===== config.mk =====
export PLATFORM = sky130hd
export DESIGN_NAME = vga_text_render
export DESIGN_NICKNAME = d
export VERILOG_FILES = /design/src/rtl/vga_text_render.sv
export SDC_FILE = /design/constraint.sdc
export NUM_CORES = 1
export LEC_CHECK = 0
export CELL_PAD_IN_SITES_DETAIL_PLACEMENT = 0
export CELL_PAD_IN_SITES_GLOBAL_PLACEMENT = 1
export CORE_MARGIN = 1
export CORE_UTILIZATION = 50
export CTS_CLUSTER_SIZE = 25
export DETAILED_ROUTE_END_ITERATION = 10
export PLACE_DENSITY_LB_ADDON = 0.1
export SLEW_MARGIN = 0
export SYNTH_ARGS = -nofsm -noshare
export SYNTH_HDL_FRONTEND = slang
export SYNTH_SLANG_ARGS = --single-unit

===== constraint.sdc =====
create_clock -name clk -period 2.7 [get_ports clk]
set_clock_uncertainty 0.1 [all_clocks]
set_input_delay 0.54 -clock clk [delete_from_list [all_inputs] [get_ports clk]]
set_output_delay 0.54 -clock clk [all_outputs]
set_load 0.05 [all_outputs]

===== src/rtl/vga_text_render.sv =====
// vga_text_render: character-cell text renderer with 4x-scaled 8x12 glyphs and a blinking block cursor
module vga_text_render #(
  parameter int COLS = 10,
  parameter int ROWS = 3,
  parameter int AW   = 5
) (
  input  logic          clk,
  input  logic          rst_n,
  input  logic [5:0]    x_hi,
  input  logic [4:0]    x_lo,
  input  logic [4:0]    y_hi,
  input  logic [5:0]    y_lo,
  input  logic          blank,
  input  logic          hsync,
  input  logic          vsync,
  input  logic          wr_en,
  input  logic [AW-1:0] wr_addr,
  input  logic [6:0]    wr_data,
  input  logic [5:0]    fg_color,
  input  logic [5:0]    bg_color,
  input  logic          cursor_en,
  input  logic [AW-1:0] cursor_pos,
  output logic [6:0]    font_char,
  output logic [3:0]    font_row,
  input  logic [7:0]    font_bits,
  output logic [5:0]    rgb,
  output logic          hsync_out,
  output logic          vsync_out
);
  localparam int N = COLS * ROWS;
  localparam logic [6:0] SPACE = 7'h20;
  logic [6:0]  mem [2**AW];
  logic [10:0] idx;
  logic        in_range, inr1, cur1, blank1, hs1, vs1, vsync_prev, pix2;
  logic [6:0]  char1;
  logic [2:0]  gx1;
  logic [3:0]  gy1;
  logic [4:0]  frame_cnt;
  assign idx       = 11'(y_hi) * 11'(COLS) + 11'(x_hi);
  assign in_range  = (int'(x_hi) < COLS) && (int'(y_hi) < ROWS) && !blank;
  assign font_char = char1;
  assign font_row  = gy1;
  assign pix2      = (inr1 & font_bits[3'd7 - gx1]) ^ (cur1 & frame_cnt[4]);
  // character buffer: cleared to spaces on reset, out-of-range writes dropped
  always_ff @(posedge clk or negedge rst_n)
    if (!rst_n)
      for (int i = 0; i < 2**AW; i++) mem[i] <= SPACE;
    else if (wr_en && int'(wr_addr) < N)
      mem[wr_addr] <= wr_data;
  // stage 1: cell lookup, cursor match and glyph coordinates
  always_ff @(posedge clk or negedge rst_n)
    if (!rst_n) begin
      inr1   <= 1'b0;
      char1  <= '0;
      cur1   <= 1'b0;
      gx1    <= '0;
      gy1    <= '0;
      blank1 <= 1'b0;
      hs1    <= 1'b0;
      vs1    <= 1'b0;
    end else begin
      inr1   <= in_range;
      char1  <= in_range ? mem[idx[AW-1:0]] : SPACE;
      cur1   <= cursor_en && in_range && (idx == 11'(cursor_pos));
      gx1    <= x_lo[4:2];
      gy1    <= y_lo[5:2];
      blank1 <= blank;
      hs1    <= hsync;
      vs1    <= vsync;
    end
  // stage 2: glyph bit select, cursor inversion and colour mux
  always_ff @(posedge clk or negedge rst_n)
    if (!rst_n) begin
      rgb       <= '0;
      hsync_out <= 1'b0;
      vsync_out <= 1'b0;
    end else begin
      rgb       <= blank1 ? 6'd0 : (pix2 ? fg_color : bg_color);
      hsync_out <= hs1;
      vsync_out <= vs1;
    end
  // blink counter: one step per vsync rising edge, bit 4 toggles every 16 frames
  always_ff @(posedge clk or negedge rst_n)
    if (!rst_n) begin
      vsync_prev <= 1'b0;
      frame_cnt  <= '0;
    end else begin
      vsync_prev <= vsync;
      if (vsync && !vsync_prev) frame_cnt <= frame_cnt + 5'd1;
    end
endmodule


==> impl_metrics.toml, run 1 <==
[layout]
layout_common_cells = "sky130_fd_sc_hd__dfrtp_1, sky130_fd_sc_hd__mux2_2, sky130_fd_sc_hd__clkdlybuf4s50_1"
insertedDiodeCount = 0
syn2layout_area_growth_pct = 23.6
final_nets = 976
post-route-util_pct = 63.4
most_common_cell_after_layout_fill_and_taps_aside = "sky130_fd_sc_hd__dfrtp_1"
share_of_layout_cells_above_drive_strength_1_pct = 49.6
final_area_sq_mm = 0.0144

[synthesis]
number_of_flops_mapped_to_enable_cells_by_yosys = 0
syn_area_sq_mm = 0.0117
synthesis.instances = 765
synth.top_cells.by_area = "sky130_fd_sc_hd__dfrtp_1, sky130_fd_sc_hd__mux2_2, sky130_fd_sc_hd__mux4_2"
post_synthesis_mean_instance_area_sq_um = 15.3
synth.distinct_cells = 45
netlist.top_cell.by_area = "sky130_fd_sc_hd__dfrtp_1"
synth-seq-area-share_pct = 55.2
synth_top_cell_area_share_pct = 48.0
synth-seq-cells = 256
yosys_warnings = 0
syn_nets = 846
synth-main-ff-cell = "sky130_fd_sc_hd__dfrtp_1"
share_of_flip_flops_with_an_asynchronous_set_or_reset_pct = 100

[pwr]
power_per_cell_area_mw_per_mm2 = 749
power.ir.vdd_worst_v = 0.000496
leakage_uw = 0.00628

[sta]
finalCritPeriodShare_pct = 98.2
clock.fmax_mhz = 377
setup_viol = 0
maxSlewHeadroom_pct = 50.4
timing_hold_violations_final = 0
timing.final.max_slew_violations = 0
whs_ns = 0.253
accumulated_negative_setup_slack_ns = 0
period_needed_ns = 2.65
worst-slew-pin-transition_ns = 0.745

[route]
count_of_vias_placed_by_the_detailed_router = 6978
route.detailed.drc = 0
average_detailed_routed_wire_length_per_instance_um = 23.1
drt_pass1_iterations = 4
drt.antenna.violating_nets = 0
drt_wl_total_mm = 28.3
first_iteration_detailed_routing_drc_count = 365
post_drt_via_cell_ratio = 5.68

[placement]
hpwlAfterDp_mm = 19.3
place_congestion = 0.838
dpl_cell_area_sq_mm = 0.0134
placement.io_buffers = 80

[critical_path]
worstRegToRegCells = 5
rr_startpoint = "gx1[1]"
criticalPathCategory = "in2reg"
worstReg2RegEnd = "rgb[3]"
worstSetupEndpointType = "register"
timing.critical_path.fanout_max = 2
timing.reg2reg.setup_slack_ns = 0.64
worst_setup_path_start_kind = "input pin"
worst_ep_arrival_time_ns = 2.99
worst-endpoint-required_ns = 3.04

[die]
core_sq_mm = 0.0228
die-area_sq_mm = 0.0240
num_rows = 55
floorplan.die.width_um = 155
die_height_um = 155
num_io_pins = 85
floorplan.initialDensity_pct = 51.3

[min_path]
worst_hold_startpoint = "hs1"
hold_path_depth = 0
min_delay_worst_endpoint = "hsync_out"
hp-class = "reg2reg"

[cts]
cts_tree = "yes"
post-cts-setup-buffers = 0
htree_levels = 1
clock_sink_count = 256
cts_max_path_buffers = 3
tritoncts.num_buffers = 27
clkLatencyLatePin_ns = 0.53
cts-root-buf = "sky130_fd_sc_hd__clkbuf_16"
cts.reportedPaths.clkPinSlew_ns = 0.06

[grt]
grt_pass1_vias = 7523
globalRoute.totalOverflow = 0
track_usage_pct = 24.9
grt_start_max_net_pins = 89
first_pass_grt_wire_length_mm = 44.8
antenna_found_initial = 0

[job]
timing.max_cap.violations = 0

[outcome]
outcome = "completed"
==> state kept, by name, indices dropped and copies added (netlist names) <==
name	cells
mem	224
font_char	7
rgb	6
frame_cnt	5
font_row	4
gx1	3
blank1	1
cur1	1
hs1	1
hsync_out	1
inr1	1
vsync_out	1
vsync_prev	1
==> report_power, final <==
group | total [uW] | internal (uW) | switching [uW]
Clock | 3860 | 2360 | 1500
Combinational | 2040 | 1170 | 873
Sequential | 4900 | 4560 | 342
==> logic make-up after synthesis <==
kind of cell             Yosys count  synth area share [%]
AND/OR/NAND/NOR                   78                  3.43
flip-flops                       256                  55.2
XOR/XNOR                          16                  1.42
AO/OA/AOI/OAI                     60                  3.72
buffers and inverters             63                  2.27
adder cells (fa/ha/maj)           15                  1.74
multiplexers                     277                  32.2
==> per-stage QoR <==
| stage | total power, uW | setup slack [ns] | instances |
|---|---|---|---|
| after global routing | 11300 | -0.0409 | 1228 |
| final | 10800 | 0.0481 | 1228 |
| after CTS | 10900 | 0.0300 | 1228 |
| after global placement | 6850 | -0.545 | 1178 |
| after detailed placement | 6980 | -0.575 | 1178 |
| after floorplan | 6170 | 0.0440 | 765 |
==> routing by layer <==
layer / track usage (%) / share of wire [%] / vias up
met3: 4.15 / 5.5 / 41
met4: 5.23 / 1.9 / 0
met2: 39.9 / 48 / 196
li1: - / - / 3086
met5: 0 / 0 / -
met1: 36.1 / 45 / 3655
==> critical path: stages <==
cell and delay, ns:
sky130_fd_sc_hd__clkdlybuf4s50_1 0.53, sky130_fd_sc_hd__ha_4 0.22, sky130_fd_sc_hd__ha_4 0.17, sky130_fd_sc_hd__fa_2 0.50
sky130_fd_sc_hd__ha_2 0.20, sky130_fd_sc_hd__nor2b_2 0.11, sky130_fd_sc_hd__nand4_1 0.13, sky130_fd_sc_hd__a2111oi_4 0.30
sky130_fd_sc_hd__nand3_1 0.13, sky130_fd_sc_hd__nor3_2 0.15
==> final cells by class <==
cell class / count / area [sq um]
inverter: 2 / 7.51
clock inverter: 17 / 218
fill: 1653 / 8350
clock buffer: 32 / 714
multi-input combinational: 446 / 5050
sequential: 256 / 6450
timing repair buffer: 162 / 1600
tap: 313 / 392
==> cells in the mapped netlist (4+ instances only) <==
library cell / n
sky130_fd_sc_hd__and2_1: 5
sky130_fd_sc_hd__nand3_1: 4
sky130_fd_sc_hd__a21o_1: 10
sky130_fd_sc_hd__nor2_2: 6
sky130_fd_sc_hd__o21ai_1: 5
sky130_fd_sc_hd__dfrtp_1: 224
sky130_fd_sc_hd__mux2_2: 212
sky130_fd_sc_hd__mux4_2: 58
sky130_fd_sc_hd__nand3b_1: 4
sky130_fd_sc_hd__buf_2: 5
sky130_fd_sc_hd__nand4_1: 4
sky130_fd_sc_hd__nor2_1: 23
sky130_fd_sc_hd__clkbuf_1: 50
sky130_fd_sc_hd__xnor2_1: 8
sky130_fd_sc_hd__ha_1: 13
sky130_fd_sc_hd__nor2b_1: 5
sky130_fd_sc_hd__dfstp_2: 32
sky130_fd_sc_hd__a22o_1: 10
sky130_fd_sc_hd__xor2_1: 6
sky130_fd_sc_hd__mux2i_1: 7
sky130_fd_sc_hd__a21oi_1: 11
sky130_fd_sc_hd__a22oi_1: 14
sky130_fd_sc_hd__nand2_1: 16
sky130_fd_sc_hd__o21ai_0: 4
sky130_fd_sc_hd__buf_4: 4
==> worst max-delay path by stage <==
stage | startpoint | to | cells after the start
floorplan | y_hi[1] | cur1 | 8
global placement | y_hi[1] | cur1 | 9
detailed placement | y_hi[1] | cur1 | 10
CTS | y_hi[1] | cur1 | 9
global route | y_hi[1] | cur1 | 10
finish | y_hi[1] | cur1 | 10
==> what timing repair did <==
action / 4_1_cts / 5_1_grt
setup endpoints to repair: 1 / 7
endpoints found under the hold margin: 64 / 0
pin swaps: 0 / 7
resized for setup: 3 / 14
hold buffers: 1 / 0
Power figures use the tool's default switching activity.
==> run 2, diff against run 1 <==
--- a/config.mk
+++ b/config.mk
@@ -11,6 +11,7 @@
 export CORE_UTILIZATION = 50
 export CTS_CLUSTER_SIZE = 25
 export DETAILED_ROUTE_END_ITERATION = 10
+export GPL_ROUTABILITY_DRIVEN = 0
 export PLACE_DENSITY_LB_ADDON = 0.1
 export SLEW_MARGIN = 0
 export SYNTH_ARGS = -nofsm -noshare
==> results of run 2 <==
Final layout, timing and power as in run 1 (identical DEF).
